### src/rtl/trivium_prng_pkg.sv
// prng_pkg: shared constants, FSM state type and the key/IV load helper
// for the Trivium keystream generator (trivium_prng, trivium_rounds).
//   TRIV_STATE_W : width of the Trivium state (s1..s288)
//   TRIV_WARMUP  : number of discarded rounds after a key/IV load
//   RDI_WORD_W   : width of one word delivered to the sampler
package prng_pkg;

   localparam int TRIV_STATE_W = 288;
   localparam int TRIV_WARMUP  = 1152;
   localparam int RDI_WORD_W   = 128;
   localparam int SEED_W       = 256;
   localparam int CNT_W        = 11;

   typedef enum logic [1:0] {
      UNSEEDED = 2'd0,
      WARMUP   = 2'd1,
      GEN      = 2'd2,
      IDLE     = 2'd3
   } prng_state_e;

   // Initial Trivium state: key in s1..s80, IV in s94..s173, s286..s288 set.
   function automatic logic [TRIV_STATE_W-1:0] triv_load(input logic [159:0] key_iv);
      logic [TRIV_STATE_W-1:0] st;
      st          = '0;
      st[79:0]    = key_iv[79:0];
      st[172:93]  = key_iv[159:80];
      st[287:285] = 3'b111;
      return st;
   endfunction

endpackage

### src/rtl/trivium_prng_rounds.sv
// trivium_rounds: combinational block applying UNROLL Trivium rounds.
// Ports:
//   st_in  [287:0]      current state, st_in[k-1] = s_k
//   st_out [287:0]      state after UNROLL rounds
//   z      [UNROLL-1:0] keystream bits, z[0] produced by the first round
module trivium_rounds
   import prng_pkg::*;
#(
   parameter int UNROLL = 32
) (
   input  logic [TRIV_STATE_W-1:0] st_in,
   output logic [TRIV_STATE_W-1:0] st_out,
   output logic [UNROLL-1:0]       z
);

   logic [TRIV_STATE_W-1:0] s_s;
   logic [UNROLL-1:0]       z_s;
   logic                    t1_s;
   logic                    t2_s;
   logic                    t3_s;

   // Unrolled round chain; each iteration shifts registers A, B and C by one.
   always_comb begin
      s_s  = st_in;
      z_s  = '0;
      t1_s = 1'b0;
      t2_s = 1'b0;
      t3_s = 1'b0;
      for (int i = 0; i < UNROLL; i++) begin
         t1_s   = s_s[65]  ^ s_s[92];
         t2_s   = s_s[161] ^ s_s[176];
         t3_s   = s_s[242] ^ s_s[287];
         z_s[i] = t1_s ^ t2_s ^ t3_s;
         t1_s   = t1_s ^ (s_s[90]  & s_s[91])  ^ s_s[170];
         t2_s   = t2_s ^ (s_s[174] & s_s[175]) ^ s_s[263];
         t3_s   = t3_s ^ (s_s[285] & s_s[286]) ^ s_s[68];
         // C: s178..s288 takes t2; B: s94..s177 takes t1; A: s1..s93 takes t3
         s_s    = {s_s[286:177], t2_s, s_s[175:93], t1_s, s_s[91:0], t3_s};
      end
   end

   assign st_out = s_s;
   assign z      = z_s;

endmodule

### src/rtl/trivium_prng.sv
// trivium_prng: Trivium keystream generator serving 128-bit words to the
// binomial sampler over the rdi_data/rdi_valid/rdi_ready link.
// Ports:
//   clk, rst           clock; synchronous active-high reset
//   seed [255:0]       key = seed[79:0], IV = seed[159:80]; upper bits unused
//   reseed             pulse: load key/IV and restart warm-up
//   reseed_ack         pulse: warm-up finished
//   rdi_data [127:0]   served word, first keystream bit in bit 0
//   rdi_valid          rdi_data holds a fresh, unconsumed word
//   rdi_ready          request pulse for the next word
// Build option: TRIVIUM_PREFETCH_EN makes the generator fill one word ahead
// after warm-up and after each serve; otherwise words are generated on demand.
module trivium_prng
   import prng_pkg::*;
#(
   parameter int UNROLL = 32
) (
   input  logic                  clk,
   input  logic                  rst,
   input  logic [SEED_W-1:0]     seed,
   input  logic                  reseed,
   output logic                  reseed_ack,
   output logic [RDI_WORD_W-1:0] rdi_data,
   output logic                  rdi_valid,
   input  logic                  rdi_ready
);

   localparam logic [CNT_W-1:0] WARM_LAST = CNT_W'(TRIV_WARMUP / UNROLL - 1);
   localparam logic [CNT_W-1:0] GEN_LAST  = CNT_W'(RDI_WORD_W / UNROLL - 1);
`ifdef TRIVIUM_PREFETCH_EN
   localparam logic PREFETCH = 1'b1;
`else
   localparam logic PREFETCH = 1'b0;
`endif

   prng_state_e             state_r, state_s;
   logic [TRIV_STATE_W-1:0] st_r, st_s, st_nx_s;
   logic [CNT_W-1:0]        cnt_r, cnt_s;
   logic [RDI_WORD_W-1:0]   buf_r, buf_s, word_s;
   logic                    buf_full_r, buf_full_s;
   logic                    pend_r, pend_s;
   logic [RDI_WORD_W-1:0]   data_r, data_s;
   logic                    valid_r, valid_s;
   logic                    ack_r, ack_s;
   logic [UNROLL-1:0]       z_s;
   logic                    unused_seed_s;

   assign unused_seed_s = ^seed[SEED_W-1:160];

   trivium_rounds #(.UNROLL(UNROLL)) u_rounds (
      .st_in  (st_r),
      .st_out (st_nx_s),
      .z      (z_s)
   );

   // Buffer contents after this cycle's keystream bits shift in from the top.
   assign word_s = {z_s, buf_r[RDI_WORD_W-1:UNROLL]};

   // Next-state logic: reseed dominates; serving is deferred while rdi_ready
   // is high so that valid never rises in the cycle after a request.
   always_comb begin
      state_s    = state_r;
      st_s       = st_r;
      cnt_s      = cnt_r;
      buf_s      = buf_r;
      buf_full_s = buf_full_r;
      pend_s     = pend_r | rdi_ready;
      data_s     = data_r;
      valid_s    = valid_r & ~rdi_ready;
      ack_s      = 1'b0;
      if (reseed) begin
         st_s       = triv_load(seed[159:0]);
         state_s    = WARMUP;
         cnt_s      = '0;
         buf_s      = '0;
         buf_full_s = 1'b0;
         valid_s    = 1'b0;
      end else begin
         case (state_r)
            UNSEEDED: begin
               state_s = UNSEEDED;
            end
            WARMUP: begin
               st_s = st_nx_s;
               if (cnt_r == WARM_LAST) begin
                  ack_s = 1'b1;
                  cnt_s = '0;
                  if (PREFETCH || pend_s) begin
                     state_s = GEN;
                  end else begin
                     state_s = IDLE;
                  end
               end else begin
                  cnt_s = cnt_r + 11'd1;
               end
            end
            GEN: begin
               st_s  = st_nx_s;
               buf_s = word_s;
               if (cnt_r == GEN_LAST) begin
                  cnt_s = '0;
                  if (pend_r && !rdi_ready) begin
                     data_s     = word_s;
                     valid_s    = 1'b1;
                     pend_s     = 1'b0;
                     buf_full_s = 1'b0;
                     if (PREFETCH) begin
                        state_s = GEN;
                     end else begin
                        state_s = IDLE;
                     end
                  end else begin
                     buf_full_s = 1'b1;
                     state_s    = IDLE;
                  end
               end else begin
                  cnt_s = cnt_r + 11'd1;
               end
            end
            IDLE: begin
               if (pend_r && !rdi_ready && buf_full_r) begin
                  data_s     = buf_r;
                  valid_s    = 1'b1;
                  pend_s     = 1'b0;
                  buf_full_s = 1'b0;
                  cnt_s      = '0;
                  if (PREFETCH) begin
                     state_s = GEN;
                  end else begin
                     state_s = IDLE;
                  end
               end else if (pend_s && !buf_full_r) begin
                  state_s = GEN;
                  cnt_s   = '0;
               end else begin
                  state_s = IDLE;
               end
            end
            default: begin
               state_s = UNSEEDED;
            end
         endcase
      end
   end

   // State and output registers.
   always_ff @(posedge clk) begin
      if (rst) begin
         state_r    <= UNSEEDED;
         st_r       <= '0;
         cnt_r      <= '0;
         buf_r      <= '0;
         buf_full_r <= 1'b0;
         pend_r     <= 1'b0;
         data_r     <= '0;
         valid_r    <= 1'b0;
         ack_r      <= 1'b0;
      end else begin
         state_r    <= state_s;
         st_r       <= st_s;
         cnt_r      <= cnt_s;
         buf_r      <= buf_s;
         buf_full_r <= buf_full_s;
         pend_r     <= pend_s;
         data_r     <= data_s;
         valid_r    <= valid_s;
         ack_r      <= ack_s;
      end
   end

   assign reseed_ack = ack_r;
   assign rdi_data   = data_r;
   assign rdi_valid  = valid_r;

endmodule

### config.mk
export PLATFORM = sky130hd
export DESIGN_NAME = trivium_prng
export DESIGN_NICKNAME = d
export VERILOG_FILES = /design/src/rtl/trivium_prng_pkg.sv /design/src/rtl/trivium_prng_rounds.sv /design/src/rtl/trivium_prng.sv
export SDC_FILE = /design/constraint.sdc
export NUM_CORES = 1
export LEC_CHECK = 0
export ABC_AREA = 1
export BUFFER_PORTS_ARGS = -buffer_cell sky130_fd_sc_hd__buf_4
export CAP_MARGIN = 40
export CORE_ASPECT_RATIO = 0.9
export CORE_MARGIN = 2
export CORE_UTILIZATION = 40
export CTS_CLUSTER_DIAMETER = 100
export DETAILED_ROUTE_END_ITERATION = 8
export PLACE_DENSITY_LB_ADDON = 0.25
export SETUP_SLACK_MARGIN = 0.02
export SLEW_MARGIN = 20
export SYNTH_ARGS = -nofsm -noshare
export SYNTH_HDL_FRONTEND = slang
export SYNTH_SLANG_ARGS = --single-unit
### constraint.sdc
create_clock -name clk -period 3.42 [get_ports clk]
set_clock_uncertainty 0.1 [all_clocks]
set_input_delay 0.171 -clock clk [delete_from_list [all_inputs] [get_ports clk]]
set_output_delay 0.171 -clock clk [all_outputs]
set_load 0.03 [all_outputs]
==> metrics.cfg <==
[cts]
clk_pin_slew_worst_paths_ns=0.06
cts_buffer_depth=3
cts_hold_buffers=162
cts_setup_buffers=0
htreeDepth=2
clock_sinks=561
cts_buffers=59
clockRootBuffer=clkbuf_16
clk_latency_ns=0.65
cts_tree=yes
ctsResizeCount=0

[worst_setup_path]
reg2reg_to=rdi_data[112]$_SDFFE_PP0P_
crit_path_end_kind=register
cp_common_cell=nor2_2
critPathCapture=rdi_data[112]$_SDFFE_PP0P_
crit_required_ns=3.82
max_stage_delay_ns=0.39
cp.arrival_ns=2.99
reg2reg_slack_ns=0.83
crit_type=reg2reg
cpLargestDelayFamily=buffers and inverters
path_cells=inv_1 > ha_4 > inv_2 > nor2_1 > nor2_2 > nor2_2 > nand2_4 > inv_4 > buf_12 > a21oi_1
crit_path_start=state_r[0]$_SDFFE_PP0P_
rr_startpoint=state_r[0]$_SDFFE_PP0P_
crit_cells=10
ff2ff_path_depth=10
critPathBufInv=4
start_kind=register
cp_slowest_cell=inv_4
worstPathMaxFanout=93

[synth]
yosys-top-cells-count=1407 x nand2_1, 561 x dfxtp_1, 410 x inv_1, 318 x a21oi_1, 312 x o21ai_0
synth_nets=4373
synth_area_leaders=dfxtp_1 41%, nand2_1 19%, a21oi_1 5.8%
synth_top_area_frac=0.406
syn_inst=4107
yosysUniqueCellTypes=35
yosysSeqAreaShare=0.406
yosys_register_bits=561
yosysMostFrequentCell=nand2_1
syn_area_per_cell_um2=6.74
synth_edf_count=0
syn-cell-area_um2=27700
yosys_warnings=0
synth_top_area_cell=dfxtp_1
ys_async_sr_fraction=0
synth-main-ff-cell=dfxtp_1

[final_layout]
antennaDiodeCount=0
ff_latch_area_um2=11200
layout-drive-gt1-share=0.108
post-route-util=0.497
multi_input_area_um2=13700
syn2layout_area_growth_pct=23.0
nets=4674
n_fill_cell=6749

[route]
drc_errors=0
via_per_inst=5.09
firstDrtPassIters=6
first_iter_violations=2737
ant_nets=0
wl_per_cell_um=18.5
wirelength_mm=99.9
num_vias=27500

[grt]
grt_pass1_vias=25200
grt_usage=0.275
gr-total-overflow=0
grt_max_degree=183
antenna_found_initial=1
grt_pass1_wl_mm=149

[outcome]
status=complete, no violations

[hold_path]
hold_class=in2reg

[timing]
whs_ns=0.0481
finalSetupTns_ns=0
drv_slew=0
fmax_mhz=386
setup_slack_ns=0.831
finalSetupViolations=0
min_period_ns=2.59
finalCritPeriodShare=0.757
worst-slew-pin-transition_ns=0.910
hold_violations=0
grt_setup_unrepaired=false
max_slew_margin=0.393

[pwr]
ir_drop_mv=0.375
leakagePower_nw=15.1
p_total_mw=16.7
p_per_area_nw_per_um2=490

[die]
initial_core_util=0.404
ios=390
die-width_um=281
die_area_um2=71300
row_count=91
die_y_um=253
coreArea_um2=68400

[placed_design]
hpwl_mm=69.2
dp_slack_ns=0.841
port_buffers=293
place_congestion=0.991

[job]
maxCapViolCount=0

==> worst min-delay path by stage <==
stage | depth (start not counted) | start | slack, ns | end
after detailed placement | 2 | buf_r[13]$_SDFFE_PP0P_ | 0.35 | buf_r[13]$_SDFFE_PP0P_
after global placement | 2 | st_r[209]$_SDFFE_PP0N_ | 0.35 | st_r[209]$_SDFFE_PP0N_
after floorplan | 2 | rdi_ready | 0.26 | pend_r$_SDFF_PP0_
after global routing | 5 | reseed | 0.08 | st_r[51]$_SDFFE_PP0P_
final | 5 | reseed | 0.05 | st_r[57]$_SDFFE_PP0P_
after CTS | 5 | reseed | 0.02 | st_r[51]$_SDFFE_PP0P_
==> logic make-up (layout without fill, tap and decap cells) <==
group           after synthesis  after routing  synth area share
flops                       561            561             0.406
compound gates              807            807             0.161
xor+xnor                    203            203            0.0643
fa+ha+maj                     6              6           0.00271
simple gates               1859           1859             0.264
buf+inv                     671           1022             0.102
==> where the power goes <==
part	switching (mW)	leakage [nW]	internal, mW
logic	1.63	9.50	0.886
registers	0.335	4.56	6.79
clock network	2.88	1.04	4.16
==> final cells by class <==
| class | instances | area share |
|---|---|---|
| clock buffers | 78 | 0.0496 |
| multi-input cells | 2875 | 0.402 |
| flip-flops and latches | 561 | 0.330 |
| well taps | 930 | 0.0342 |
| inverters | 419 | 0.0465 |
| repair buffers | 492 | 0.125 |
| clock inverters | 33 | 0.0129 |
==> worst min-delay path: stages <==
cell and delay [ns]:
buf_4 0.25, nand2_1 0.13, nand3_1 0.07, nand2_1 0.05, inv_1 0.03
==> state kept, by name, summed over array words and instances (netlist names) <==
register	flops
rdi_data	128
buf_full_r	1
buf_r	128
pend_r	1
reseed_ack	1
rdi_valid	1
state_r	2
cnt_r	11
st_r	288
==> metal layers <==
metal | part of all wire | wire, um | global-route usage | vias to the layer above
li1 | - | - | - | 13500
met1 | 0.42 | 42400 | 0.362 | 12700
met2 | 0.45 | 44900 | 0.442 | 986
met3 | 0.082 | 8170 | 0.0492 | 193
met4 | 0.044 | 4440 | 0.114 | 0
met5 | 0 | 0 | 0 | -
==> cell usage in the layout, fill, tap and decap left out, types with 4 or more instances in the layout <==
cell           count
dlygate4sd3_1    162
xor2_1           156
o21ai_1           20
nand2_1         1407
inv_1            408
clkbuf_16         60
clkinvlp_4         5
buf_4            318
o211ai_1          59
clkbuf_1           6
nand2_2            5
a21oi_1          318
bufinv_16          9
or2_2              7
inv_2              8
xnor2_1           47
nand3_1          168
nand3b_1          14
buf_12            10
nor2_1           245
clkbuf_8          12
dfxtp_1          561
a21o_1             5
a31o_2            11
clkinv_2          16
o21ai_0          312
nor2_4             4
a211oi_1          13
a22oi_1           64
==> stage by stage <==
step | std cells | cell area (um^2)
after detailed placement | 5114 | 30300
final | 5388 | 34000
after CTS | 5387 | 34000
after floorplan | 4107 | 27700
after global placement | 5113 | 30200
after global routing | 5388 | 34000
Note: power is estimated with default switching activity, not from simulation.
